[config.mk]
export PLATFORM = sky130hd
export DESIGN_NAME = rf_wb_arbiter_flat
export DESIGN_NICKNAME = d
export VERILOG_FILES = /design/src/rtl/rf_wb_arbiter_if.sv /design/src/rtl/rf_wb_arbiter.sv /design/src/flat_wrapper.sv
export SDC_FILE = /design/constraint.sdc
export NUM_CORES = 1
export LEC_CHECK = 0
export ABC_AREA = 1
export CAP_MARGIN = 20
export CELL_PAD_IN_SITES_DETAIL_PLACEMENT = 1
export CELL_PAD_IN_SITES_GLOBAL_PLACEMENT = 1
export CORE_ASPECT_RATIO = 1.4
export CORE_MARGIN = 2
export CORE_UTILIZATION = 32
export DETAILED_ROUTE_END_ITERATION = 16
export GPL_TIMING_DRIVEN = 0
export PLACE_DENSITY_LB_ADDON = 0.1
export SLEW_MARGIN = 20
export SYNTH_ARGS = -nofsm -noshare
export SYNTH_HDL_FRONTEND = slang
export SYNTH_SLANG_ARGS = --single-unit
[constraint.sdc]
create_clock -name clk -period 3.4 [get_ports clk]
set_input_delay 0.34 -clock clk [delete_from_list [all_inputs] [get_ports clk]]
set_output_delay 0.34 -clock clk [all_outputs]
set_load 0.02 [all_outputs]
[src/rtl/rf_wb_arbiter_if.sv]
// Writeback request bundle for the two sources sharing the register-file
// write port: req0 = ALU result, req1 = LSU load data.
interface rf_wb_arbiter_if #(
  parameter int XLEN = 32,
  parameter int AW   = 5
);
  logic            wb0_valid;
  logic            wb0_ready;
  logic [AW-1:0]   wb0_addr;
  logic [XLEN-1:0] wb0_data;
  logic            wb1_valid;
  logic            wb1_ready;
  logic [AW-1:0]   wb1_addr;
  logic [XLEN-1:0] wb1_data;

  // Writeback sources drive requests and observe the grant.
  modport master (
    output wb0_valid, wb0_addr, wb0_data,
    output wb1_valid, wb1_addr, wb1_data,
    input  wb0_ready, wb1_ready
  );

  // The arbiter consumes requests and returns the grant.
  modport slave (
    input  wb0_valid, wb0_addr, wb0_data,
    input  wb1_valid, wb1_addr, wb1_data,
    output wb0_ready, wb1_ready
  );
endinterface

[src/rtl/rf_wb_arbiter.sv]
// Register-file writeback arbiter: round-robin between ALU and LSU results,
// one registered write per cycle, plus a busy scoreboard for RAW stalls.
module rf_wb_arbiter #(
  parameter int XLEN = 32,
  parameter int NREG = 32,
  parameter int AW   = $clog2(NREG)
) (
  input  logic             clk,
  input  logic             rst_n,
  rf_wb_arbiter_if.slave   wb,
  input  logic             issue_valid,
  input  logic [AW-1:0]    issue_rd,
  input  logic [AW-1:0]    rs1,
  input  logic [AW-1:0]    rs2,
  output logic             rs1_busy,
  output logic             rs2_busy,
  output logic             rf_wen,
  output logic [AW-1:0]    rf_waddr,
  output logic [XLEN-1:0]  rf_wdata,
  output logic [NREG-1:0]  busy
);

  logic            rr_ptr;
  logic            gnt0, gnt1;
  logic            acc0, acc1;
  logic            both;
  logic [NREG-1:0] sb_set, sb_clr;

  // Grant: a lone requester always wins; on contention rr_ptr picks.
  // Ready is held low during reset so nothing is accepted then.
  always_comb begin
    both = wb.wb0_valid && wb.wb1_valid;
    gnt0 = wb.wb0_valid && (!wb.wb1_valid || !rr_ptr);
    gnt1 = wb.wb1_valid && (!wb.wb0_valid ||  rr_ptr);
    wb.wb0_ready = rst_n && gnt0;
    wb.wb1_ready = rst_n && gnt1;
    acc0 = wb.wb0_valid && wb.wb0_ready;
    acc1 = wb.wb1_valid && wb.wb1_ready;
  end

  // Round-robin pointer only moves on contention, toward the loser.
  always_ff @(posedge clk or negedge rst_n) begin
    if (!rst_n)    rr_ptr <= 1'b0;
    else if (both) rr_ptr <= acc0;
  end

  // Output stage: drains every cycle. x0 targets are accepted but never
  // assert the write enable; address/data hold when nothing is accepted.
  always_ff @(posedge clk or negedge rst_n) begin
    if (!rst_n) begin
      rf_wen   <= 1'b0;
      rf_waddr <= '0;
      rf_wdata <= '0;
    end else if (acc0) begin
      rf_wen   <= |wb.wb0_addr;
      rf_waddr <= wb.wb0_addr;
      rf_wdata <= wb.wb0_data;
    end else if (acc1) begin
      rf_wen   <= |wb.wb1_addr;
      rf_waddr <= wb.wb1_addr;
      rf_wdata <= wb.wb1_data;
    end else begin
      rf_wen   <= 1'b0;
    end
  end

  // Per-register set (issue) and clear (commit) strobes; x0 never sets.
  for (genvar i = 0; i < NREG; i++) begin : g_sb
    if (i == 0) begin : g_x0
      assign sb_set[i] = 1'b0;
    end else begin : g_xn
      assign sb_set[i] = issue_valid && (issue_rd == AW'(i));
    end
    assign sb_clr[i] = rf_wen && (rf_waddr == AW'(i));
  end

  // Scoreboard: clear at commit, set at issue, set wins on a collision.
  always_ff @(posedge clk or negedge rst_n) begin
    if (!rst_n) busy <= '0;
    else        busy <= (busy & ~sb_clr) | sb_set;
  end

  // Hazard lookup for the decoder.
  always_comb begin
    rs1_busy = busy[rs1];
    rs2_busy = busy[rs2];
  end

endmodule

[src/flat_wrapper.sv]
// flat-port wrapper written by rule: the top's interface ports become plain ports
module rf_wb_arbiter_flat 
#(
  parameter int XLEN = 32,
  parameter int NREG = 32,
  parameter int AW   = $clog2(NREG)
)
  (clk, rst_n, issue_valid, issue_rd, rs1, rs2, rs1_busy, rs2_busy, rf_wen, rf_waddr, rf_wdata, busy, wb_wb0_valid, wb_wb0_addr, wb_wb0_data, wb_wb1_valid, wb_wb1_addr, wb_wb1_data, wb_wb0_ready, wb_wb1_ready);
  rf_wb_arbiter_if #(.XLEN(XLEN), .AW(AW)) wb_i ();
  input  logic clk;
  input  logic rst_n;
  input  logic issue_valid;
  input  logic [AW-1:0] issue_rd;
  input  logic [AW-1:0] rs1;
  input  logic [AW-1:0] rs2;
  output logic rs1_busy;
  output logic rs2_busy;
  output logic rf_wen;
  output logic [AW-1:0] rf_waddr;
  output logic [XLEN-1:0] rf_wdata;
  output logic [NREG-1:0] busy;
  input wire logic [$bits(wb_i.wb0_valid)-1:0] wb_wb0_valid;
  input wire logic [$bits(wb_i.wb0_addr)-1:0] wb_wb0_addr;
  input wire logic [$bits(wb_i.wb0_data)-1:0] wb_wb0_data;
  input wire logic [$bits(wb_i.wb1_valid)-1:0] wb_wb1_valid;
  input wire logic [$bits(wb_i.wb1_addr)-1:0] wb_wb1_addr;
  input wire logic [$bits(wb_i.wb1_data)-1:0] wb_wb1_data;
  output wire logic [$bits(wb_i.wb0_ready)-1:0] wb_wb0_ready;
  output wire logic [$bits(wb_i.wb1_ready)-1:0] wb_wb1_ready;
  assign wb_i.wb0_valid = wb_wb0_valid;
  assign wb_i.wb0_addr = wb_wb0_addr;
  assign wb_i.wb0_data = wb_wb0_data;
  assign wb_i.wb1_valid = wb_wb1_valid;
  assign wb_i.wb1_addr = wb_wb1_addr;
  assign wb_i.wb1_data = wb_wb1_data;
  assign wb_wb0_ready = wb_i.wb0_ready;
  assign wb_wb1_ready = wb_i.wb1_ready;
  rf_wb_arbiter #(.XLEN(XLEN), .NREG(NREG), .AW(AW)) u_core (.clk(clk), .rst_n(rst_n), .wb(wb_i), .issue_valid(issue_valid), .issue_rd(issue_rd), .rs1(rs1), .rs2(rs2), .rs1_busy(rs1_busy), .rs2_busy(rs2_busy), .rf_wen(rf_wen), .rf_waddr(rf_waddr), .rf_wdata(rf_wdata), .busy(busy));
endmodule
# Word-level counts from Yosys, hierarchy flattened

Index checks and enable logic that the tools add are counted.

Word-level logic and storage cells: 161
Output and inout bits: 74
Input port bits: 94
Bits in registers: 71

Equality and inequality tests: 62
Mux-type cells: 10
$lt $le $gt $ge: 2
Bitwise operators: 3
Reduce and logical (&&, ||, !) cells: 79

Operator list:

| cell               | count |
|---|---|
| $eq 5x5->1 const B | 32 |
| $eq 5x4->1 const B | 16 |
| $logic_and 1x1->1  | 70 |
| $mux 32            | 2 |
| $eq 5x3->1 const B | 8 |
| $and 32x32->32     | 1 |
| $not 32->32        | 1 |
| $or 32x32->32      | 1 |
| $eq 5x2->1 const B | 4 |
| $lt 5x6->1 const B | 2 |
| $bmux 1 s5         | 2 |
| $eq 5x1->1 const B | 2 |
| $mux 5             | 2 |
| $reduce_or 5->1    | 2 |
| $logic_not 5->1    | 1 |
| $mux 1             | 4 |
| $logic_not 1->1    | 3 |
| $logic_or 1x1->1   | 2 |
| $reduce_bool 2->1  | 1 |

# Logic depth before layout (Yosys ltp)

Depth after elaboration: 7
Depth in mapped cells: 11

# Worst setup path after synthesis

OpenSTA, ideal clock, no wires.

Kind: input to output
Start: input port rs1[0]
End: output port rs1_busy
Path slack: 1.836 ns
Cell stages on the path: 11
Data arrival time: 1.224 ns
Data required time: 3.060 ns
Buffers on the path: 2
Cell sequence: buf_4 inv_2 buf_4 nand2_1 nand3_1 nand3_1 nand2_1 nand2_1 nand2_1 nand2_1 nand2_1

Longest elaborated chain between the ends: 2

RTL lines:

| what                         | line                | source |
|---|---|---|
| start: declaration           | flat_wrapper.sv:14  | `input logic [AW-1:0] rs1;` |
| $bmux 1 s5                   | rf_wb_arbiter.sv:85 | `rs1_busy = busy[rs1];` |
| $mux 1 (not written as such) | rf_wb_arbiter.sv:85 |  |
| end: declaration             | flat_wrapper.sv:16  | `output logic rs1_busy;` |

No other way between the ends. The select of a mux whose other input is x is not followed.

# Worst setup path in the final report

Start: input port rst_n
End: output port wb_wb0_ready

Longest elaborated chain between the ends: 1

RTL lines:

| what               | line                | source |
|---|---|---|
| start: declaration | flat_wrapper.sv:11  | `input logic rst_n;` |
| $logic_and 1x1->1  | rf_wb_arbiter.sv:35 | `wb.wb0_ready = rst_n && gnt0;` |
| end: declaration   | flat_wrapper.sv:28  | `output wire logic [$bits(wb_i.wb0_ready)-1:0] wb_wb0_ready;` |

No other way between the ends.

==> results by group <==
Route
  • Wirelength, routed: 15,600 um
  • Vias per Instance: 5.25
  • Starting DRC count in detailed routing: 140
  • Vias: 4,544
  • WL per Instance: 18.0 um
  • DRC errors left: 0
  • Post-route ant nets: 0
  • TritonRoute pass-1 iters: 4

Synth
  • Top cells by area, synth: dfrtp_1, nand2_1, o21ai_0
  • Synthesized area: 3900 um^2
  • Synth top cells by count: nand2_1, o21ai_0, nand3_1, dfrtp_1, nor2_1
  • Yosys warning count: 0
  • Post-synth ARST share: 100%
  • Post-synth top flop: dfrtp_1
  • Synthesized area per cell: 7.26 um^2
  • Unique masters post-synth: 21
  • Post-synthesis net count: 632
  • EDFF count, synth: 0
  • Most common cell in the synthesized netlist: nand2_1
  • Top-area cell type share of the netlist area: 45.5%
  • Syn Inst Count: 538
  • Yosys top cell by area: dfrtp_1
  • Sequential cell area fraction in the yosys report: 45.5%
  • #FFs+latches synth: 71

Power
  • Leakage: 2.63 nW
  • Combinational Power Share: 37.9%
  • Sw Pwr: 0.00144 W
  • Clock Power Share: 28.1%
  • Int Pwr: 0.00251 W
  • Peak supply drop: 0.343 mV
  • Switching portion of total power: 36.4%
  • Flop pwr share: 34.1%
  • Cell Pwr Density: 648 nW/um^2

Place
  • IO buf count: 163
  • Pre-CTS WS: 0.681 ns
  • Dpl cell area: 5740 um^2
  • Detailed placer's ending HPWL: 12,500 um
  • GP Congestion: 0.924
  • Placed Instances: 849

Floorplan
  • Area of the core: 11,900 um^2
  • Die Y: 135 um
  • Die W: 97.3 um
  • Io pins: 168
  • Die ar.: 13,100 um^2
  • Std cell rows: 47
  • Initial Utilization: 32.9%

Clock network
  • Setup Fix Bufs, Post-CTS: 0
  • Clock root cell: clkbuf_16
  • Reg clk slew, reported paths: 0.06 ns
  • Clk buf depth: 2
  • Clock tree from TritonCTS: yes
  • Resize count post-CTS: 0
  • H-tree depth: 3
  • TritonCTS Sinks: 71
  • CTS buffer count: 9
  • Worst-Skew Late Latency: 0.34 ns

Global routing
  • First-pass GRT wire length: 25,400 um
  • Initial antenna violation count: 0
  • GRT Overall Usage: 24.3%
  • GR Overflow Total: 0
  • Largest net degree at the start of global routing: 40
  • Number of global-route vias before repair: 5,023

Timing
  • Pins over their slew limit: 0
  • Worst slew pin tran: 0.516 ns
  • Setup_tns: 0 ns
  • Post-route setup slack: 0.190 ns
  • Max_slew headroom: 65.4%
  • Setup violators final: 0
  • Fmax achieved: 312 MHz
  • Setup repair after global routing missed its margin: false
  • Final Hold Fails: 0
  • Final Skew: 0.00780 ns
  • Tcrit/Tclk final: 94.4%
  • Crit path time final: 3.21 ns

Layout
  • NumNets Final: 808
  • Synthesis-to-layout area growth: 56.1%
  • Share of cells above drive strength 1: 5.85%
  • Fillers: 1,502
  • Post-layout util: 51.3%
  • Diode count: 0
  • Final non-filler cell total: 865
  • Fin area: 6090 um^2

Critical path
  • Max FO, Critical Path: 39
  • Worst R2R Path Depth: 5
  • R2r setup slk: 1.91 ns
  • Worst Setup Start Kind: primary input
  • CP endpoint kind: output pin
  • Crit Path Class: primary input to output pin
  • Crit path arrival time: 2.87 ns
  • Critical Path RT: 3.06 ns

Flow run
  • Max-cap violation count: 0

Worst hold path
  • Worst min path class: primary input to async pin

Outcome
  • Status: complete, no violations
[final timing paths]
check / startpoint / end
hold / removal: rst_n / u_core.rf_wdata[29]$_DFFE_PN0P_
setup / recovery: rst_n / wb_wb0_ready
max in group asynchronous: rst_n / u_core.rf_waddr[2]$_DFFE_PN0P_
min in group clk: u_core.rf_wdata[19]$_DFFE_PN0P_ / u_core.rf_wdata[19]$_DFFE_PN0P_
hold reg to reg: u_core.rf_wdata[19]$_DFFE_PN0P_ / u_core.rf_wdata[19]$_DFFE_PN0P_
setup reg to reg: u_core.rf_waddr[0]$_DFFE_PN0P_ / u_core.busy[13]$_DFF_PN0_
[per-layer routing]
metal  GRT usage [%]  wire (um)
met3            5.85       1020
met1            23.7       5360
met4            12.4        648
met5               0          0
met2            47.2       8550
[critical path: stages]
cell             delay [ns]
dlygate4sd3_1          0.52
buf_4                  0.41
buf_12                 0.29
nand2_2                0.16
a21oi_2                0.19
buf_6                  0.17
buf_8                  0.14
clkdlybuf4s50_1        0.61
[flip-flops by register name, indices dropped and copies added (netlist names)]
name	flops
u_core.busy	32
u_core.rf_waddr	5
u_core.rf_wdata	32
u_core.rf_wen	1
u_core.rr_ptr	1
[final cells by class]
| cell class | count | area, um^2 | share of cell area (%) |
|---|---|---|---|
| plain buffers | 30 | 183 | 3.00 |
| clock buffers | 10 | 239 | 3.92 |
| clock inverters | 5 | 106 | 1.75 |
| inverters | 29 | 109 | 1.79 |
| multi-input cells | 408 | 1840 | 30.1 |
| flip-flops and latches | 71 | 1780 | 29.2 |
| well taps | 147 | 184 | 3.02 |
| repair buffers | 165 | 1660 | 27.2 |
[placed cells by master, fill, tap and decap left out, types with 2 or more instances in the layout]
cell type        count
nand2_1            137
o21ai_0             95
nor2_1              46
buf_4                5
o21ai_1             36
a21oi_1              2
inv_2                3
buf_2               11
o22ai_1              3
buf_6                4
o211ai_1             2
inv_1               26
nand3_1             82
clkbuf_1            10
clkdlybuf4s50_1    162
clkbuf_16            9
dfrtp_1             71
bufinv_16            3
[repair_timing]
item                                    4_1_cts  5_1_grt
endpoints found under the setup margin        0        0
hold buffers                                  1        0
hold endpoints to repair                     34        0
[metrics by stage]
step	power [W]	hold WS, ns
2_1_floorplan	0.00200	0.0444
3_3_place_gp	0.00280	0.495
3_5_place_dp	0.00286	0.332
4_1_cts	0.00397	0.506
5_1_grt	0.00417	0.539
6_report	0.00395	0.494
[cells by family (layout without fill, tap and decap cells)]
group | count (synthesis) | count (layout) | share of synthesized area, %
AOI/OAI and AO/OA | 142 | 142 | 18.8
buffers and inverters | 59 | 239 | 7.47
DFF | 71 | 71 | 45.5
and+or+nand+nor | 266 | 266 | 28.3
[power by group through the flow]
stage	logic (W)	registers (W)	clock network, W
2_1_floorplan	0.000441	0.00156	0
3_3_place_gp	0.00145	0.00134	0
3_5_place_dp	0.00150	0.00135	0
4_1_cts	0.00151	0.00134	0.00112
5_1_grt	0.00163	0.00138	0.00116
6_report	0.00150	0.00134	0.00111
(Power assumes the default switching activity.)
